[src/rtl/uart_rx_word_fifo.sv]
// UART byte-to-word assembler feeding a show-ahead word FIFO with sticky overflow.
// Optional partial-word idle timeout is built only when UART_RX_FIFO_TIMEOUT_EN is defined.
module uart_rx_word_fifo #(
    parameter int BYTES_PER_WORD = 4,
    parameter int DEPTH_LOG2     = 3,
    parameter int BIG_ENDIAN     = 1,
    parameter int TIMEOUT_CYCLES = 1024
) (
    input  logic                        CLK,
    input  logic                        reset_n,
    input  logic [7:0]                  byte_data,
    input  logic                        byte_valid,
    input  logic                        flush,
    input  logic                        pop,
    output logic [8*BYTES_PER_WORD-1:0] word_data,
    output logic                        word_valid,
    output logic [DEPTH_LOG2:0]         count,
    output logic                        overflow,
    output logic                        timeout
);
    localparam int W     = 8 * BYTES_PER_WORD;
    localparam int IDX_W = (BYTES_PER_WORD > 1) ? $clog2(BYTES_PER_WORD) : 1;
    localparam int DEPTH = 1 << DEPTH_LOG2;

    localparam logic [IDX_W-1:0]    LAST_IDX = IDX_W'(BYTES_PER_WORD - 1);
    localparam logic [DEPTH_LOG2:0] FULL_CNT = (DEPTH_LOG2 + 1)'(DEPTH);

    logic [IDX_W-1:0]      idx;
    logic [IDX_W-1:0]      lane;
    logic [W-1:0]          asm_q;
    logic [W-1:0]          asm_next;
    logic [W-1:0]          mem [DEPTH];
    logic [DEPTH_LOG2-1:0] wr_ptr;
    logic [DEPTH_LOG2-1:0] rd_ptr;
    logic                  last_byte;
    logic                  push_req;
    logic                  do_push;
    logic                  do_pop;
    logic                  full;
    logic                  tmo_fire;

    assign lane = (BIG_ENDIAN != 0) ? (LAST_IDX - idx) : idx;

    // The completed word is pushed from the combinational next value so the
    // final byte lands in the FIFO on the same edge it is captured.
    always_comb begin
        asm_next = asm_q;
        if (byte_valid)
            asm_next[lane*8 +: 8] = byte_data;
    end

    assign last_byte = byte_valid && (idx == LAST_IDX);
    assign push_req  = last_byte && !flush;
    assign full      = (count == FULL_CNT);
    assign do_pop    = pop && (count != '0) && !flush;
    assign do_push   = push_req && (!full || do_pop);

    always_ff @(posedge CLK or negedge reset_n) begin
        if (!reset_n) begin
            idx   <= '0;
            asm_q <= '0;
        end else if (flush) begin
            idx <= '0;
        end else if (byte_valid) begin
            asm_q <= asm_next;
            idx   <= last_byte ? '0 : idx + 1'b1;
        end else if (tmo_fire) begin
            idx <= '0;
        end
    end

    always_ff @(posedge CLK) begin
        if (do_push)
            mem[wr_ptr] <= asm_next;
    end

    always_ff @(posedge CLK or negedge reset_n) begin
        if (!reset_n) begin
            wr_ptr   <= '0;
            rd_ptr   <= '0;
            count    <= '0;
            overflow <= 1'b0;
        end else if (flush) begin
            wr_ptr   <= '0;
            rd_ptr   <= '0;
            count    <= '0;
            overflow <= 1'b0;
        end else begin
            if (do_push)
                wr_ptr <= wr_ptr + 1'b1;
            if (do_pop)
                rd_ptr <= rd_ptr + 1'b1;
            if (do_push && !do_pop)
                count <= count + 1'b1;
            else if (do_pop && !do_push)
                count <= count - 1'b1;
            if (push_req && !do_push)
                overflow <= 1'b1;
        end
    end

    assign word_data  = mem[rd_ptr];
    assign word_valid = (count != '0);

`ifdef UART_RX_FIFO_TIMEOUT_EN
    localparam int TW = $clog2(TIMEOUT_CYCLES + 1);

    logic [TW-1:0] idle_cnt;

    // Fires on the TIMEOUT_CYCLES-th consecutive idle cycle of a partial word.
    assign tmo_fire = !byte_valid && (idx != '0) && (idle_cnt == TW'(TIMEOUT_CYCLES - 1));

    always_ff @(posedge CLK or negedge reset_n) begin
        if (!reset_n) begin
            idle_cnt <= '0;
            timeout  <= 1'b0;
        end else if (flush) begin
            idle_cnt <= '0;
            timeout  <= 1'b0;
        end else begin
            timeout <= tmo_fire;
            if (byte_valid || (idx == '0) || tmo_fire)
                idle_cnt <= '0;
            else
                idle_cnt <= idle_cnt + 1'b1;
        end
    end
`else
    logic unused_timeout_cfg;

    assign unused_timeout_cfg = ^TIMEOUT_CYCLES;
    assign tmo_fire           = 1'b0;
    assign timeout            = 1'b0;
`endif

endmodule

[config.mk]
export PLATFORM = sky130hd
export DESIGN_NAME = uart_rx_word_fifo
export DESIGN_NICKNAME = d
export VERILOG_FILES = /design/src/rtl/uart_rx_word_fifo.sv
export SDC_FILE = /design/constraint.sdc
export NUM_CORES = 1
export LEC_CHECK = 0
export CAP_MARGIN = 20
export CORE_ASPECT_RATIO = 0.7
export CORE_MARGIN = 2
export CORE_UTILIZATION = 45
export CTS_CLUSTER_DIAMETER = 80
export CTS_CLUSTER_SIZE = 28
export DETAILED_ROUTE_END_ITERATION = 8
export HOLD_SLACK_MARGIN = 0.1
export PLACE_DENSITY = 0.7
export SLEW_MARGIN = 20
export SYNTH_ARGS = -nofsm -noshare
export SYNTH_HDL_FRONTEND = slang
export SYNTH_SLANG_ARGS = --single-unit
export TNS_END_PERCENT = 20
[constraint.sdc]
create_clock -name CLK -period 4.8 [get_ports CLK]
set_input_delay 0.96 -clock CLK [delete_from_list [all_inputs] [get_ports CLK]]
set_output_delay 0.96 -clock CLK [all_outputs]
set_load 0.01 [all_outputs]
# ---- After elaboration in Yosys (flattened, before gate mapping)
# Memories as Yosys holds them, arrays and structs flattened.
# Cells that the tools add are included.
dict set report classes {
  n_mux 16
  shifts 2
  bitwise_logic 1
  eq_ne 2
  n_reduce_logical 20
  add_sub_neg 7
}
# cell n
set op_table {}
lappend op_table {{$neg A5 Y34} 1}
lappend op_table {{$shift A8 B34 Y32 const A} 1}
lappend op_table {{$shiftx A8 B34 Y32} 1}
lappend op_table {{$bwmux W32} 1}
lappend op_table {{$mux W32} 1}
lappend op_table {{$mux W3} 4}
lappend op_table {{$mux W4} 3}
lappend op_table {{$logic_and A1 B1 Y1} 8}
lappend op_table {{$reduce_bool A2 Y1} 4}
lappend op_table {{$add A3 B1 Y3 const B} 2}
lappend op_table {{$mux W2} 3}
lappend op_table {{$add A4 B1 Y4 const B} 1}
lappend op_table {{$eq A4 B4 Y1 const B} 1}
lappend op_table {{$logic_not A1 Y1} 4}
lappend op_table {{$mux W1} 4}
lappend op_table {{$reduce_bool A4 Y1} 1}
lappend op_table {{$sub A4 B1 Y4 const B} 1}
lappend op_table {{$reduce_bool A3 Y1} 1}
lappend op_table {{$add A2 B1 Y2 const B} 1}
lappend op_table {{$eq A2 B2 Y1 const B} 1}
lappend op_table {{$reduce_and A2 Y1} 1}
lappend op_table {{$sub A2 B2 Y2 const A} 1}
lappend op_table {{$logic_or A1 B1 Y1} 1}
lappend op_table {{$not A1 Y1} 1}
dict set report totals {
  register_bits 45
  memories 1
  in_bits 13
  mem_bits_rw 256
  output_inout_bits 39
}
# name depth width rd rd_clocked_by_memory_dff write_ports line_no
set memory_table {}
lappend memory_table {mem 8 32 1 0 1 32} ;# logic [W-1:0] mem [DEPTH];

# ---- Depth between registers and ports, before layout
# Gate-level depths: netlist of the first run.
dict set report depth {
  ltp_word 10
  depth_mapped 10
  ltp_nobuf 10
}

# ---- Least setup slack after synthesis of the first run
# Ideal clock, no wire load.
dict set report synth_path {
  kind {input to register}
  start {in byte_valid}
  end {mem mem[0][0] (netlist name), enable pin}
  setup_ns 0.501
  cell_stages 4
  path_slack_ns -0.314
  t_arrival_ns 4.613
  required_ns 4.299
  path_cell_list {buf_2 nand3b_1 nand2b_1 nor4_1}
}
dict set report synth_via {
  elab_chain_len 5
}
# element line_no
set synth_rtl {}
lappend synth_rtl {{start, declared} 12} ;# input logic byte_valid,
lappend synth_rtl {{$logic_and A1 B1 Y1} 52} ;# assign last_byte = byte_valid && (idx == LAST_IDX);
lappend synth_rtl {{$logic_and A1 B1 Y1} 53} ;# assign push_req = last_byte && !flush;
lappend synth_rtl {{$logic_and A1 B1 Y1} 56} ;# assign do_push = push_req && (!full || do_pop);
lappend synth_rtl {{$mux W1} 73} ;# if (do_push)
lappend synth_rtl {{$mux W1 (not written as such)} 74} ;# mem[wr_ptr] <= asm_next;
lappend synth_rtl {{end, declared} 32}
# Every way passes these cells.

# ---- Final worst setup path of the first run
dict set report layout_path {
  start {reg rd_ptr[0]}
  end {out word_data[20]}
}
dict set report layout_via {
  elab_chain_len 1
}
# element line_no
set layout_rtl {}
lappend layout_rtl {{start, declared} 34} ;# logic [DEPTH_LOG2-1:0] rd_ptr;
lappend layout_rtl {{start signal, assigned} 92} ;# rd_ptr <= rd_ptr + 1'b1;
lappend layout_rtl {{$mem_v2 Z8 W32} n/a}
lappend layout_rtl {{end, declared} 15} ;# output logic [8*BYTES_PER_WORD-1:0] word_data,
# Every way passes these cells.

==> results.toml, run 1 <==
[run_status]
status = "finished, final reports clean"

[floorplanning]
dieWidth_microns = 199
core_sq_um = 25900
fp.dieArea_sq_um = 28000
num_io_pins = 52
row_count = 49
die_y_microns = 141
initial_core_util_pct = 46.3

[cells_and_area]
layout_commonest_cell = "edfxtp_1"
num_antenna_cells = 0
nNetsFinal = 692
drive_gt1_share_pct = 22.0
multi_input_area_sq_um = 3080
regArea_sq_um = 8820
area_delta_synth_final_pct = 12.6
finalNonFillerCells = 1035
final_area_sq_um = 13500
final.fill_count = 2011
mostFrequentLayoutCells = "edfxtp_1 (256), mux4_2 (64), clkdlybuf4s50_1 (49)"

[logic_synthesis]
synth_area_leaders = "edfxtp_1 (64%), mux4_2 (12%), dfrtp_1 (9.4%), a22o_1 (3.3%), mux2_2 (3.0%)"
yosysWarningCount = 0
synth_area_per_cell_sq_um = 19.5
syn_inst = 615
synth_seq_area_share_pct = 73.5
synth_cell_types = 40
synth_seq_cells = 301
synth_top_cell_area_share_pct = 64.1
syn_area_sq_um = 12000
synth_area_leader_cell = "edfxtp_1"
synth_nets = 637

[global_route]
grt_pass1_vias = 6145
antenna_found_initial = 0
grt.total_usage_pct = 18.1
grt-ovfl-total = 0
grt_pass1_wl_microns = 37800
grt_max_degree = 49

[drt]
final_antenna_net_count = 0
vias = 5942
dr.pass1.iters = 5
drcViolationCount = 0
drt_wl_total_microns = 24500
viasPerCell = 5.74
initialDrtViolationCount = 596
wl_per_cell_microns = 23.7

[critical_path]
critPathTopFamily = "multiplexers"
path_buf_inv = 2
critPathLaunchType = "register"
critical_path_class = "reg2out"
slowest_delay_ns = 0.69
slowest_stage = "dfrtp_4"
cp.depth = 4
crit_chain = "buf_12 > mux4_2 > mux2_2 > clkdlybuf4s50_1"
endpoint_kind = "output pin"
critPathRequiredTime_ns = 3.84
worst_r2r_path_depth = 8
path_max_fanout = 48
cp.arrival_ns = 2.99

[placed_design]
placed_cell_area_sq_um = 13100
numPortBuffers = 50
dp.cells = 1011
place_hpwl_microns = 15300
gp_congestion = 0.857

[sta]
worst_pin_slew_ns = 1.02
slew_viol_final = 0
final-hold-violation-count = 0
rsz0062_at_grt = "false"
finalSetupTns_ns = 0
skew_ns = 0.0101
period_minus_slack_ns = 3.95
fmax_ghz = 0.253
min_period_over_period_pct = 82.3
setup_viol = 0
max_slew_margin_pct = 31.6

[min_path]
hp-class = "in2async"

[cts]
cts_tree = "done"
clk-insertion-delay-late_ns = 0.50
cts.sinks = 301
clk_path_buf_depth = 3
h-tree-depth = 1
clkTransAtPathRegs_ns = 0.11
cts_root_buffer = "clkbuf_16"
cts_resized = 0
cts-buffers-inserted = 14
cts_setup_buffers = 0
cts_hold_buf = 0

[power_and_ir_drop]
power_leakage_nw = 4.38
irDropWorstVdd_v = 0.000338
power_density_nw_per_um2 = 425

[run]
cap_violations = 0
metrics by stage:
| stage | hold WS [ns] | total power, mW | util (%) | setup WS (ns) |
|---|---|---|---|---|
| after global placement | 0.461 | 4.41 | 50.4 | 0.905 |
| after floorplan | 0.450 | 3.96 | - | 0.398 |
| after detailed placement | 0.480 | 4.42 | 50.4 | 0.872 |
| final | 0.457 | 5.74 | 52.1 | 0.849 |
| after global routing | 0.483 | 5.99 | 52.1 | 0.666 |
| after CTS | 0.506 | 5.80 | 52.1 | 0.766 |
cells by family (layout without fill, tap and decap cells):
logic type | after synthesis | in the layout | share of synthesized area [%]
compound gates | 83 | 83 | 5.49
xor+xnor | 4 | 4 | 0.292
fa+ha+maj | 9 | 9 | 1.00
buf+inv | 37 | 100 | 1.36
flops | 301 | 301 | 73.5
mux | 99 | 99 | 15.3
other cells | 1 | 1 | 0.0313
simple gates | 81 | 81 | 3.10
area by class of cell:
cell class / instances / area share (%)
tap: 357 / 3.31
inverter: 6 / 0.167
timing repair buffer: 70 / 5.26
clock inverter: 1 / 0.0370
sequential: 301 / 65.3
multi-input combinational: 277 / 22.8
clock buffer: 23 / 3.16
synthesized netlist by cell type:
| master | n |
|---|---|
| nor4_1 | 1 |
| a21bo_2 | 1 |
| edfxtp_1 | 256 |
| nand2b_1 | 6 |
| o41a_4 | 1 |
| a311oi_4 | 1 |
| buf_1 | 1 |
| buf_6 | 1 |
| and3_1 | 2 |
| a22o_1 | 45 |
| ha_1 | 8 |
| xor2_1 | 2 |
| nand3b_1 | 2 |
| mux4_2 | 64 |
| buf_2 | 10 |
| o21ai_0 | 22 |
| nand3_1 | 2 |
| o21ba_2 | 2 |
| nor3b_1 | 1 |
| mux2i_1 | 2 |
| nor2_1 | 14 |
| xnor2_1 | 2 |
| a31oi_1 | 2 |
| and4b_1 | 1 |
| o41ai_1 | 3 |
| nor3_1 | 6 |
| mux2_1 | 1 |
| nand2_1 | 40 |
| a32o_1 | 1 |
| and3b_1 | 1 |
| dfrtp_1 | 45 |
| conb_1 | 1 |
| buf_4 | 1 |
| fa_1 | 1 |
| inv_1 | 6 |
| nor2b_1 | 5 |
| mux2_2 | 32 |
| a21oi_1 | 4 |
| a21o_1 | 1 |
| clkbuf_1 | 18 |
flip-flops by register name, indices dropped and copies added, names as in the netlist:
name / flops
rd_ptr: 3
idx: 2
asm_q: 32
overflow: 1
count: 4
wr_ptr: 3
mem: 256
metal layers:
layer / routed length [microns] / GRT usage, %
met1: 11600 / 28.5
met2: 11100 / 26.9
met3: 1600 / 3.37
met4: 269 / 2.79
met5: 0 / 0
power breakdown:
part | total (mW) | switching [mW] | internal (mW)
logic | 1.29 | 0.561 | 0.729
registers | 3.06 | 0.123 | 2.93
clock network | 1.39 | 0.769 | 0.622
path summary, 6_finish.rpt:
kind | start | endpoint | slack, ns
max | rd_ptr[0] | word_data[20] | 0.85
max reg2reg | count[1] | count[3] | 1.77
max in group asynchronous | reset_n | rd_ptr[0] | 3.88
min reg2reg | asm_q[4] | asm_q[4] | 0.50
min in group CLK | asm_q[4] | asm_q[4] | 0.50
min | reset_n | count[0] | 0.46
Power figures use the tool's default switching activity.
==> run 2, diff against run 1 <==
--- a/config.mk
+++ b/config.mk
@@ -13,7 +13,7 @@
 export CTS_CLUSTER_SIZE = 28
 export DETAILED_ROUTE_END_ITERATION = 8
 export HOLD_SLACK_MARGIN = 0.1
-export PLACE_DENSITY = 0.7
+export PLACE_DENSITY = 0.67
 export SLEW_MARGIN = 20
 export SYNTH_ARGS = -nofsm -noshare
 export SYNTH_HDL_FRONTEND = slang
==> constraint.sdc (replaced) <==
create_clock -name CLK -period 4 [get_ports CLK]
set_input_delay 0.8 -clock CLK [delete_from_list [all_inputs] [get_ports CLK]]
set_output_delay 0.8 -clock CLK [all_outputs]
set_load 0.01 [all_outputs]
==> run 2 against run 1 <==
Against the previous run: final cell count grew 0.39%; combinational power grew 25%; critical path depth is the same; sequential power grew 18%; global-route usage grew 0.099 points; register-to-register slack lost 0.67 ns; first-iteration DRC count shrank 33%; clock skew grew 0.011 ns; die area is the same.
==> results.toml, run 2 (synthesis results as in run 1) <==
[floorplanning]
row_count = 49
initial_core_util_pct = 46.3
num_io_pins = 52
die_y_microns = 141
dieWidth_microns = 199
fp.dieArea_sq_um = 28000
core_sq_um = 25900

[critical_path]
critPathRequiredTime_ns = 3.20
critPathTopFamily = "buffers and inverters"
critPathLaunchType = "register"
endpoint_kind = "output pin"
cp.arrival_ns = 2.80
critical_path_class = "reg2out"
crit_chain = "buf_12 > mux4_2 > mux2_2 > clkdlybuf4s50_1"
path_max_fanout = 64
path_buf_inv = 2
slowest_stage = "mux4_2"
slowest_delay_ns = 0.58

[cells_and_area]
finalNonFillerCells = 1039
reg_top3 = "mem: 256 flops, asm_q: 32 flops, count: 4 flops"
mostFrequentLayoutCells = "edfxtp_1 (256), mux4_2 (64), clkdlybuf4s50_1 (49)"
regMostFlops = "mem"
num_antenna_cells = 0
largest_reg_flops = 256
area_delta_synth_final_pct = 12.4
nNetsFinal = 696
layout_commonest_cell = "edfxtp_1"
final.fill_count = 2039
drive_gt1_share_pct = 22.3
utilization_pct = 52.0

[run_status]
status = "finished, final reports clean"

[sta]
min_period_over_period_pct = 90.1
worst_pin_slew_ns = 0.847
slew_viol_final = 0
final-hold-violation-count = 0
period_minus_slack_ns = 3.60
skew_ns = 0.0207
setup_viol = 0
max_slew_margin_pct = 42.9
setup_ws_ns = 0.397
holdWs_ns = 0.294
rsz0062_at_grt = "false"
fmax_ghz = 0.278

[global_route]
grt.total_usage_pct = 18.2
grt_max_degree = 65
grt_pass1_vias = 6234
grt-ovfl-total = 0
antenna_found_initial = 0
grt_pass1_wl_microns = 37800

[cts]
cts_tree = "done"
cts.sinks = 301
cts_setup_buffers = 0
cts_resized = 0
cts_hold_buf = 0
clkTransAtPathRegs_ns = 0.11
clk-insertion-delay-late_ns = 0.50
cts_root_buffer = "clkbuf_16"
clk_path_buf_depth = 3
h-tree-depth = 1
cts-buffers-inserted = 14

[drt]
final_antenna_net_count = 0
initialDrtViolationCount = 401
wl_per_cell_microns = 23.6
dr.pass1.iters = 5
viasPerCell = 5.63
vias = 5845
drt_wl_total_microns = 24500
drcViolationCount = 0

[placed_design]
gp_congestion = 0.823
dp.cells = 1015
numPortBuffers = 50
place_hpwl_microns = 14600
dp_slack_ns = 0.549

[min_path]
hp-class = "in2async"

[power_and_ir_drop]
power_leakage_nw = 4.38
irDropWorstVdd_v = 0.000359
total_power_mw = 6.83
power_density_nw_per_um2 = 507

[run]
cap_violations = 0
## run 2: worst paths after layout
kind                           start       endpoint  depth (start not counted)  slack [ns]
max                        rd_ptr[0]  word_data[28]                          4        0.40
min                          reset_n       overflow                          1        0.29
max reg2reg                 count[3]       count[3]                          7        1.10
min reg2reg                 asm_q[5]       asm_q[5]                          2        0.49
max in group asynchronous    reset_n      rd_ptr[0]                          1        3.23
min in group CLK            asm_q[5]       asm_q[5]                          2        0.49
## run 2: final cells by class
type	count	area (sq um)	share of cell area, %
flip-flops and latches	301	8820	65.4
multi-input cells	277	3080	22.8
repair buffers	74	703	5.21
well taps	357	447	3.31
clock buffers	23	405	3.01
inverters	6	22.5	0.167
clock inverters	1	8.76	0.0650
## run 2: metrics by stage
| stage | TNS [ns] | instance area (sq um) |
|---|---|---|
| 6_report | 0 | 13500 |
| 5_1_grt | 0 | 13500 |
| 4_1_cts | 0 | 13500 |
| 3_5_place_dp | 0 | 13100 |
| 3_3_place_gp | 0 | 13100 |
| 2_1_floorplan | -18.66 | 12000 |
## run 2: power by group
part           switching, mW  leakage (nW)  internal [mW]
Combinational          0.738          1.24          0.876
Sequential            0.0803          2.94           3.52
Clock                  0.908         0.199          0.712
Total                   1.73          4.38           5.11
## run 2: metal layers
layer	vias up	routed length [microns]	global-route usage [%]	share of wire, %
met2	164	11300	28.4	46
met5	-	0	0	0
li1	2603	-	-	-
met3	24	1580	2.46	6.5
met1	3054	11300	27.8	46
met4	0	334	3.26	1.4
==> run 3, diff against run 2 <==
--- a/config.mk
+++ b/config.mk
@@ -7,7 +7,7 @@
 export LEC_CHECK = 0
 export CAP_MARGIN = 20
 export CORE_ASPECT_RATIO = 0.7
-export CORE_MARGIN = 2
+export CORE_MARGIN = 3
 export CORE_UTILIZATION = 45
 export CTS_CLUSTER_DIAMETER = 80
 export CTS_CLUSTER_SIZE = 28
==> run 3 against run 2 <==
Against the previous run: sequential cell count unchanged; utilization up 0.12 points; die area rose by 2.4%; setup slack got worse by 0.032 ns; sequential share of layout area decreased by 0.15 points; first-iteration DRC count rose by 81%; total power rose by 0.81%; combinational power hardly changed; via count up 4.0%; clock power barely moved; highest routed layer unchanged.
==> results.toml, run 3 (synthesis results as in run 1) <==
[cells_and_area]
area_delta_synth_final_pct = 12.6
regArea_sq_um = 8820
regMostFlops = "mem"
multi_input_area_sq_um = 3080
utilization_pct = 52.1
final.fill_count = 2010
reg_top3 = "mem: 256 flops, asm_q: 32 flops, count: 4 flops"
num_antenna_cells = 0
largest_reg_flops = 256
layout_commonest_cell = "edfxtp_1"
drive_gt1_share_pct = 22.7
nNetsFinal = 700
mostFrequentLayoutCells = "edfxtp_1 (256), mux4_2 (64), clkdlybuf4s50_1 (49)"

[sta]
period_minus_slack_ns = 3.63
slew_viol_final = 0
worst_pin_slew_ns = 0.969
min_period_over_period_pct = 90.9
skew_ns = 0.0193
max_slew_margin_pct = 34.7
setup_ws_ns = 0.365
rsz0062_at_grt = "false"
finalSetupTns_ns = 0
setup_viol = 0
holdWs_ns = 0.287
final-hold-violation-count = 0
fmax_ghz = 0.275

[cts]
cts.sinks = 301
cts_resized = 0
cts-buffers-inserted = 14
clkTransAtPathRegs_ns = 0.11
cts_setup_buffers = 0
cts_tree = "done"
clk_path_buf_depth = 3
clk-insertion-delay-late_ns = 0.50
cts_hold_buf = 0
cts_root_buffer = "clkbuf_16"
h-tree-depth = 1

[critical_path]
critPathTopFamily = "multiplexers"
cp.arrival_ns = 2.83
path_buf_inv = 2
slowest_delay_ns = 0.65
path_max_fanout = 32
endpoint_kind = "output pin"
crit_chain = "buf_12 > mux4_2 > mux2_2 > clkdlybuf4s50_1"
slowest_stage = "dfrtp_4"
critPathLaunchType = "register"
critical_path_class = "reg2out"
critPathRequiredTime_ns = 3.20

[power_and_ir_drop]
swShare_pct = 25.6
irDropWorstVdd_v = 0.000283
power_leakage_nw = 4.40
pwr-share-seq_pct = 52.7
power_switching_mw = 1.76
power_frac_comb_pct = 23.5
p_int_mw = 5.13
clkPwrFrac_pct = 23.8
power_density_nw_per_um2 = 510

[drt]
wl_per_cell_microns = 24.0
drcViolationCount = 0
viasPerCell = 5.83
dr.pass1.iters = 5
final_antenna_net_count = 0
initialDrtViolationCount = 724
vias = 6081
drt_wl_total_microns = 25000

[global_route]
grt_pass1_vias = 6210
grt.total_usage_pct = 17.6
grt_max_degree = 46
antenna_found_initial = 0
grt-ovfl-total = 0
grt_pass1_wl_microns = 38200

[min_path]
hp-class = "in2async"

[floorplanning]
core_sq_um = 25900
fp.dieArea_sq_um = 28700
initial_core_util_pct = 46.3
dieWidth_microns = 201
num_io_pins = 52
row_count = 49
die_y_microns = 143

[run]
cap_violations = 0

[placed_design]
gp_congestion = 0.806
dp_slack_ns = 0.525
place_hpwl_microns = 15300
numPortBuffers = 50

[run_status]
status = "finished, final reports clean"
-- run 3: cell types whose count changed in the layout (fill, tap and decap cells not counted) --
cell   previous run  this run
buf_4            23        27
-- run 3: final cells by class --
type	instances	area share, %
multi-input combinational	277	22.8
sequential	301	65.3
inverter	6	0.167
clock buffer	23	3.00
clock inverter	1	0.0648
timing repair buffer	78	5.43
tap	357	3.31
-- run 3: worst paths after layout --
kind / start / slack [ns] / cells past startpoint / end
setup / recovery: rd_ptr[0] / 0.37 / 4 / word_data[8]
hold / removal: reset_n / 0.29 / 1 / rd_ptr[2]
setup reg to reg: count[3] / 1.03 / 7 / count[3]
hold reg to reg: asm_q[4] / 0.49 / 2 / asm_q[4]
max in group asynchronous: reset_n / 3.25 / 1 / rd_ptr[0]
min in group CLK: asm_q[4] / 0.49 / 2 / asm_q[4]
-- run 3: power by group through the flow --
stage	registers [mW]	clock network, mW	logic [mW]
3_3_place_gp	3.70	0	1.61
3_5_place_dp	3.70	0	1.64
4_1_cts	3.63	1.67	1.65
2_1_floorplan	3.64	0	1.11
5_1_grt	3.65	1.79	1.76
6_report	3.63	1.64	1.62
-- run 3: through the flow --
| stage | cell area, sq um | cells | total power [mW] |
|---|---|---|---|
| finish | 13500 | 1043 | 6.89 |
| global route | 13500 | 1043 | 7.20 |
| CTS | 13500 | 1043 | 6.96 |
| detailed placement | 13100 | 1019 | 5.34 |
| global placement | 13100 | 1019 | 5.31 |
| floorplan | 12000 | 615 | 4.75 |
-- run 3: routing by layer --
| layer | routed length (microns) | track usage, % | vias to the layer above |
|---|---|---|---|
| met1 | 11700 | 26.9 | 3241 |
| met2 | 11400 | 27.1 | 204 |
| met3 | 1490 | 3.21 | 29 |
| met4 | 400 | 3.14 | 0 |
| met5 | 0 | 0 | - |
| li1 | - | - | 2607 |
-- run 3: worst reg2reg max path, stage by stage (launching register included) --
cell and delay, ns:
dfrtp_1 0.52, o41ai_1 0.86, nand2_1 0.23, ha_1 0.34
a21o_1 0.17, a21oi_1 0.20, mux2i_1 0.23, mux2_1 0.33
